--- config.mk ---
export PLATFORM = sky130hd
export DESIGN_NAME = request_front_end
export DESIGN_NICKNAME = d
export VERILOG_FILES = /design/src/rtl/rqfe_pkg.sv /design/src/rtl/client_req_ctrl.sv /design/src/rtl/request_front_end.sv
export SDC_FILE = /design/constraint.sdc
export NUM_CORES = 1
export LEC_CHECK = 0
export CORE_MARGIN = 4
export CORE_UTILIZATION = 50
export CTS_CLUSTER_SIZE = 16
export DETAILED_ROUTE_END_ITERATION = 7
export PLACE_DENSITY_LB_ADDON = 0.2
export SYNTH_ARGS = -nofsm -noshare
export SYNTH_HDL_FRONTEND = slang
export SYNTH_SLANG_ARGS = --single-unit
--- constraint.sdc ---
create_clock -name clock -period 5.35 [get_ports clock]
set_input_delay 1.07 -clock clock [delete_from_list [all_inputs] [get_ports clock]]
set_output_delay 1.07 -clock clock [all_outputs]
set_load 0.005 [all_outputs]
--- src/rtl/rqfe_pkg.sv ---
// Shared types and default sizing for the arbiter request front end.
package rqfe_pkg;

    typedef enum logic [1:0] {
        IDLE    = 2'd0,
        WAIT    = 2'd1,
        BUSY    = 2'd2,
        RELEASE = 2'd3
    } state_t;

    localparam int MAX_PENDING_D = 7;
    localparam int CNT_W_D       = 3;
    localparam int BURST_LEN_D   = 4;
    localparam int BL_W_D        = 2;

endpackage

--- src/rtl/client_req_ctrl.sv ---
// One client's request controller: pending counter, burst tenure FSM,
// beat counter and sticky overflow.
module client_req_ctrl
    import rqfe_pkg::*;
#(
    parameter int MAX_PENDING = MAX_PENDING_D,
    parameter int CNT_W       = CNT_W_D,
    parameter int BURST_LEN   = BURST_LEN_D,
    parameter int BL_W        = BL_W_D
) (
    input  logic             i_clk,
    input  logic             i_rst,
    input  logic             i_req,
    input  logic             i_gnt,
    output logic             o_req,
    output logic             o_busy,
    output logic             o_done,
    output logic [CNT_W-1:0] o_pend,
    output logic             o_ovf
);

    state_t           r_state;
    state_t           w_nxt;
    logic [CNT_W-1:0] r_pend;
    logic [CNT_W-1:0] w_pend_nxt;
    logic [BL_W-1:0]  r_beats;
    logic [BL_W-1:0]  w_beats_nxt;
    logic             r_ovf;
    logic             w_ovf_nxt;
    logic             w_dec;
    logic             r_req;
    logic             r_busy;
    logic             r_done;

    always_comb begin
        w_nxt       = r_state;
        w_beats_nxt = r_beats;
        w_dec       = 1'b0;
        case (r_state)
            IDLE: begin
                if (r_pend != '0) w_nxt = WAIT;
            end
            WAIT: begin
                if (i_gnt) begin
                    w_nxt       = BUSY;
                    w_beats_nxt = '0;
                end
            end
            BUSY: begin
                // Beats only advance on granted cycles; G=0 stalls.
                if (i_gnt) begin
                    if (r_beats == BL_W'(BURST_LEN - 1)) begin
                        w_nxt = RELEASE;
                        w_dec = 1'b1;
                    end else begin
                        w_beats_nxt = r_beats + 1'b1;
                    end
                end
            end
            RELEASE: begin
                w_nxt = (r_pend != '0) ? WAIT : IDLE;
            end
            default: w_nxt = IDLE;
        endcase
    end

    always_comb begin
        w_pend_nxt = r_pend;
        w_ovf_nxt  = r_ovf;
        if (i_req && !w_dec) begin
            if (r_pend == CNT_W'(MAX_PENDING)) w_ovf_nxt = 1'b1;
            else w_pend_nxt = r_pend + 1'b1;
        end else if (!i_req && w_dec) begin
            w_pend_nxt = r_pend - 1'b1;
        end
    end

    // Outputs are registered from the next state so R never sees G
    // combinationally.
    always_ff @(posedge i_clk) begin
        if (i_rst) begin
            r_state <= IDLE;
            r_pend  <= '0;
            r_beats <= '0;
            r_ovf   <= 1'b0;
            r_req   <= 1'b0;
            r_busy  <= 1'b0;
            r_done  <= 1'b0;
        end else begin
            r_state <= w_nxt;
            r_pend  <= w_pend_nxt;
            r_beats <= w_beats_nxt;
            r_ovf   <= w_ovf_nxt;
            r_req   <= (w_nxt == WAIT) || (w_nxt == BUSY);
            r_busy  <= (w_nxt == BUSY);
            r_done  <= (w_nxt == RELEASE);
        end
    end

    assign o_req  = r_req;
    assign o_busy = r_busy;
    assign o_done = r_done;
    assign o_pend = r_pend;
    assign o_ovf  = r_ovf;

endmodule

--- src/rtl/request_front_end.sv ---
// Two independent client request controllers feeding the 2-client arbiter.
module request_front_end
    import rqfe_pkg::*;
#(
    parameter int MAX_PENDING = MAX_PENDING_D,
    parameter int CNT_W       = CNT_W_D,
    parameter int BURST_LEN   = BURST_LEN_D,
    parameter int BL_W        = BL_W_D
) (
    input  logic             clock,
    input  logic             reset,
    input  logic             req_in0,
    input  logic             req_in1,
    input  logic             G0,
    input  logic             G1,
    output logic             R0,
    output logic             R1,
    output logic             busy0,
    output logic             busy1,
    output logic             done0,
    output logic             done1,
    output logic [CNT_W-1:0] pending0,
    output logic [CNT_W-1:0] pending1,
    output logic             overflow0,
    output logic             overflow1
);

    client_req_ctrl #(
        .MAX_PENDING(MAX_PENDING),
        .CNT_W      (CNT_W),
        .BURST_LEN  (BURST_LEN),
        .BL_W       (BL_W)
    ) u_c0 (
        .i_clk (clock),
        .i_rst (reset),
        .i_req (req_in0),
        .i_gnt (G0),
        .o_req (R0),
        .o_busy(busy0),
        .o_done(done0),
        .o_pend(pending0),
        .o_ovf (overflow0)
    );

    client_req_ctrl #(
        .MAX_PENDING(MAX_PENDING),
        .CNT_W      (CNT_W),
        .BURST_LEN  (BURST_LEN),
        .BL_W       (BL_W)
    ) u_c1 (
        .i_clk (clock),
        .i_rst (reset),
        .i_req (req_in1),
        .i_gnt (G1),
        .o_req (R1),
        .o_busy(busy1),
        .o_done(done1),
        .o_pend(pending1),
        .o_ovf (overflow1)
    );

endmodule

==> reports/qor.yml <==
cts_tree: "done"
hold_buffers: 0
p_per_area_nw_per_um2: 281
grt_max_degree: 23
ys_ff_latch: 22
drt-total-wl_um: 2220
peakVddDrop_mv: 0.163
start_kind: "input pin"
synth_area_per_cell_um2: 9.24
yosysSeqAreaShare_pct: 37.5
cts_buffers: 3
slew_violations: 0
skew_ps: 11.7
core_area_um2: 2230
total_power_mw: 0.402
post_cts_buffers: 0
grt_overflow_total: 0
antenna_found_initial: 0
worstMarginPinSlew_ps: 791
clkSinkCount: 22
insertion_delay_ps: 300
critical_path.max_stage_delay_ps: 520
viasPerCell: 5.59
crit_path_top_delay_cell: "clkdlybuf4s50_1"
cts.path.max_buffers: 2
drc: 0
pre_cts_ws_ps: 2260
drt_iter0_drc: 19
multi_input_area_um2: 694
ant_nets: 0
p_leak_nw: 0.624
dr.pass1.iters: 5
layout-drive-gt1-share_pct: 7.53
hold_viol: 0
area_delta_synth_final_pct: 22.0
cts_resized: 0
rows: 17
critPathArrivalTime_ps: 2990
wire_per_inst_um: 12.8
worstPathRequired_ps: 5560
grt_util_all_layers_pct: 14.8
register_area_um2: 440
via_count: 973
start_util_pct: 52.5
die_area_um2: 3190
slew_headroom_pct: 47.1
tns_ps: 0
dp_hpwl_um: 1680
fillCellCount: 205
yosysWarnings: 0
port_buffers: 19
fin_ws_ps: 2570
min_period_ps: 2780
place_congestion: 0.762
setup_viol: 0
cp-end-kind: "register"
hold_class: "register to register"
syn_area_um2: 1170
ios: 20
die_y_um: 56.5
max-cap-violations: 0
timing.final.crit_share_pct: 51.9
cts_max_level: 1
max_freq_mhz: 360
clk_pin_slew_ps: 120
outcome: "finished clean"
grt_pass1_vias: 932
crit_path_max_fanout: 8
root_buffer: "clkbuf_4"
rsz0062_at_grt: "false"
grt_pass1_wl_um: 3900
syn-num-nets: 142
path_class: "input pin to register"
antenna_cells: 0
ys_types: 35
cp_cell_sequence: "clkdlybuf4s50_1, nand4b_4, and2_1, inv_1, fa_1, nor3_1, nor2_1, a221oi_2"
num-nets-final: 162
synthCells: 127
die_width_um: 56.5
## Yosys cell counts (all sizes together)
master | instances | area share [%]
nand2b | 3 | 1.6
a211oi | 3 | 1.9
ha | 7 | 7.5
nand3b | 3 | 1.9
nor4bb | 1 | 0.85
and2 | 2 | 1.1
fa | 2 | 3.4
a22oi | 2 | 1.3
clkbuf | 1 | 0.32
and3 | 3 | 1.6
o21ba | 1 | 0.85
o31ai | 2 | 1.3
nor2b | 6 | 3.2
a2bb2oi | 1 | 0.75
a41o | 2 | 1.7
dfxtp | 22 | 38
or4 | 1 | 0.96
buf | 3 | 1.4
nor2 | 13 | 4.2
o21ai | 9 | 3.8
nand4b | 3 | 4.8
mux2i | 3 | 2.6
a41oi | 1 | 0.75
nor3 | 7 | 3.4
nand2 | 7 | 2.2
nand3 | 5 | 2.1
a31oi | 2 | 1.6
inv | 5 | 1.6
a221oi | 1 | 1.3
a21oi | 6 | 2.6
## cell usage in the layout, fill, tap and decap left out, types with 2 or more instances in the layout
cell             instances
inv_1                    5
mux2i_1                  3
nor2b_1                  6
o31ai_1                  2
nand2b_1                 3
ha_1                     7
a22oi_1                  2
nor3_1                   6
clkdlybuf4s50_1         19
nand3_1                  5
a21oi_1                  6
and2_1                   2
dfxtp_1                 22
nand3b_1                 3
a41o_1                   2
fa_1                     2
nor2_1                  13
nand2_1                  7
and3_1                   3
clkbuf_4                 3
nand4b_4                 2
a211oi_1                 3
o21ai_0                  9
## kinds of logic after synthesis
family	share of synthesized area, %
and+or+nand+nor	27.9
AOI/OAI and AO/OA	17.8
DFF	37.5
buffers and inverters	3.30
adders and majority gates	10.9
muxes	2.56
## cell type report
class | count | area share, %
tap | 28 | 2.45
clock buffer | 3 | 1.57
multi-input combinational | 96 | 48.5
inverter | 5 | 1.31
sequential | 22 | 30.8
timing repair buffer | 19 | 13.3
clock inverter | 1 | 2.10
## worst paths after layout
kind | depth (start not counted) | slack, ps | endpoint | from
setup / recovery | 8 | 2570 | u_c1.o_pend[2]$_SDFFE_PP0P_ | G1
hold / removal | 2 | 510 | u_c0.o_ovf$_SDFFE_PP0P_ | u_c0.o_ovf$_SDFFE_PP0P_
setup reg to reg | 8 | 3260 | u_c1.o_pend[2]$_SDFFE_PP0P_ | u_c1.r_beats[0]$_SDFFE_PP0P_
hold reg to reg | 2 | 510 | u_c0.o_ovf$_SDFFE_PP0P_ | u_c0.o_ovf$_SDFFE_PP0P_
## metrics by stage
step	util, %	cell area, um^2	hold WS, ps	std cells
after floorplan	-	1170	465	127
after global placement	61.7	1380	471	170
after detailed placement	61.7	1380	486	170
after CTS	64.1	1430	519	174
after global routing	64.1	1430	568	174
final	64.1	1430	512	174
## metal layers
metal,up-vias,GRT usage [%],share of wire (%)
met5,-,0,0
met4,0,5.08,1.2
met3,4,3.22,3.3
met2,19,25.6,50
met1,449,18.0,45
li1,501,-,-
## flip-flops by register name (all words and copies together) (netlist names)
register	count
u_c0.o_busy	1
u_c0.o_done	1
u_c0.o_ovf	1
u_c0.o_pend	3
u_c0.o_req	1
u_c0.r_beats	2
u_c0.r_state	2
u_c1.o_busy	1
u_c1.o_done	1
u_c1.o_ovf	1
u_c1.o_pend	3
u_c1.o_req	1
u_c1.r_beats	2
u_c1.r_state	2
## critical path, delay by kind of cell
kind                       cells  cell delay (ps)
AOI/OAI and AO/OA              1              220
adders and majority gates      1              410
buffers and inverters          2              590
and+or+nand+nor                4              700
## report_power, final
group / leakage (nW) / internal (mW) / total (mW) / switching, mW
Clock: 0.0279 / 0.0757 / 0.126 / 0.0499
Sequential: 0.180 / 0.178 / 0.197 / 0.0192
Combinational: 0.416 / 0.0466 / 0.0796 / 0.0331
Note: power is estimated with default switching activity, not from simulation.
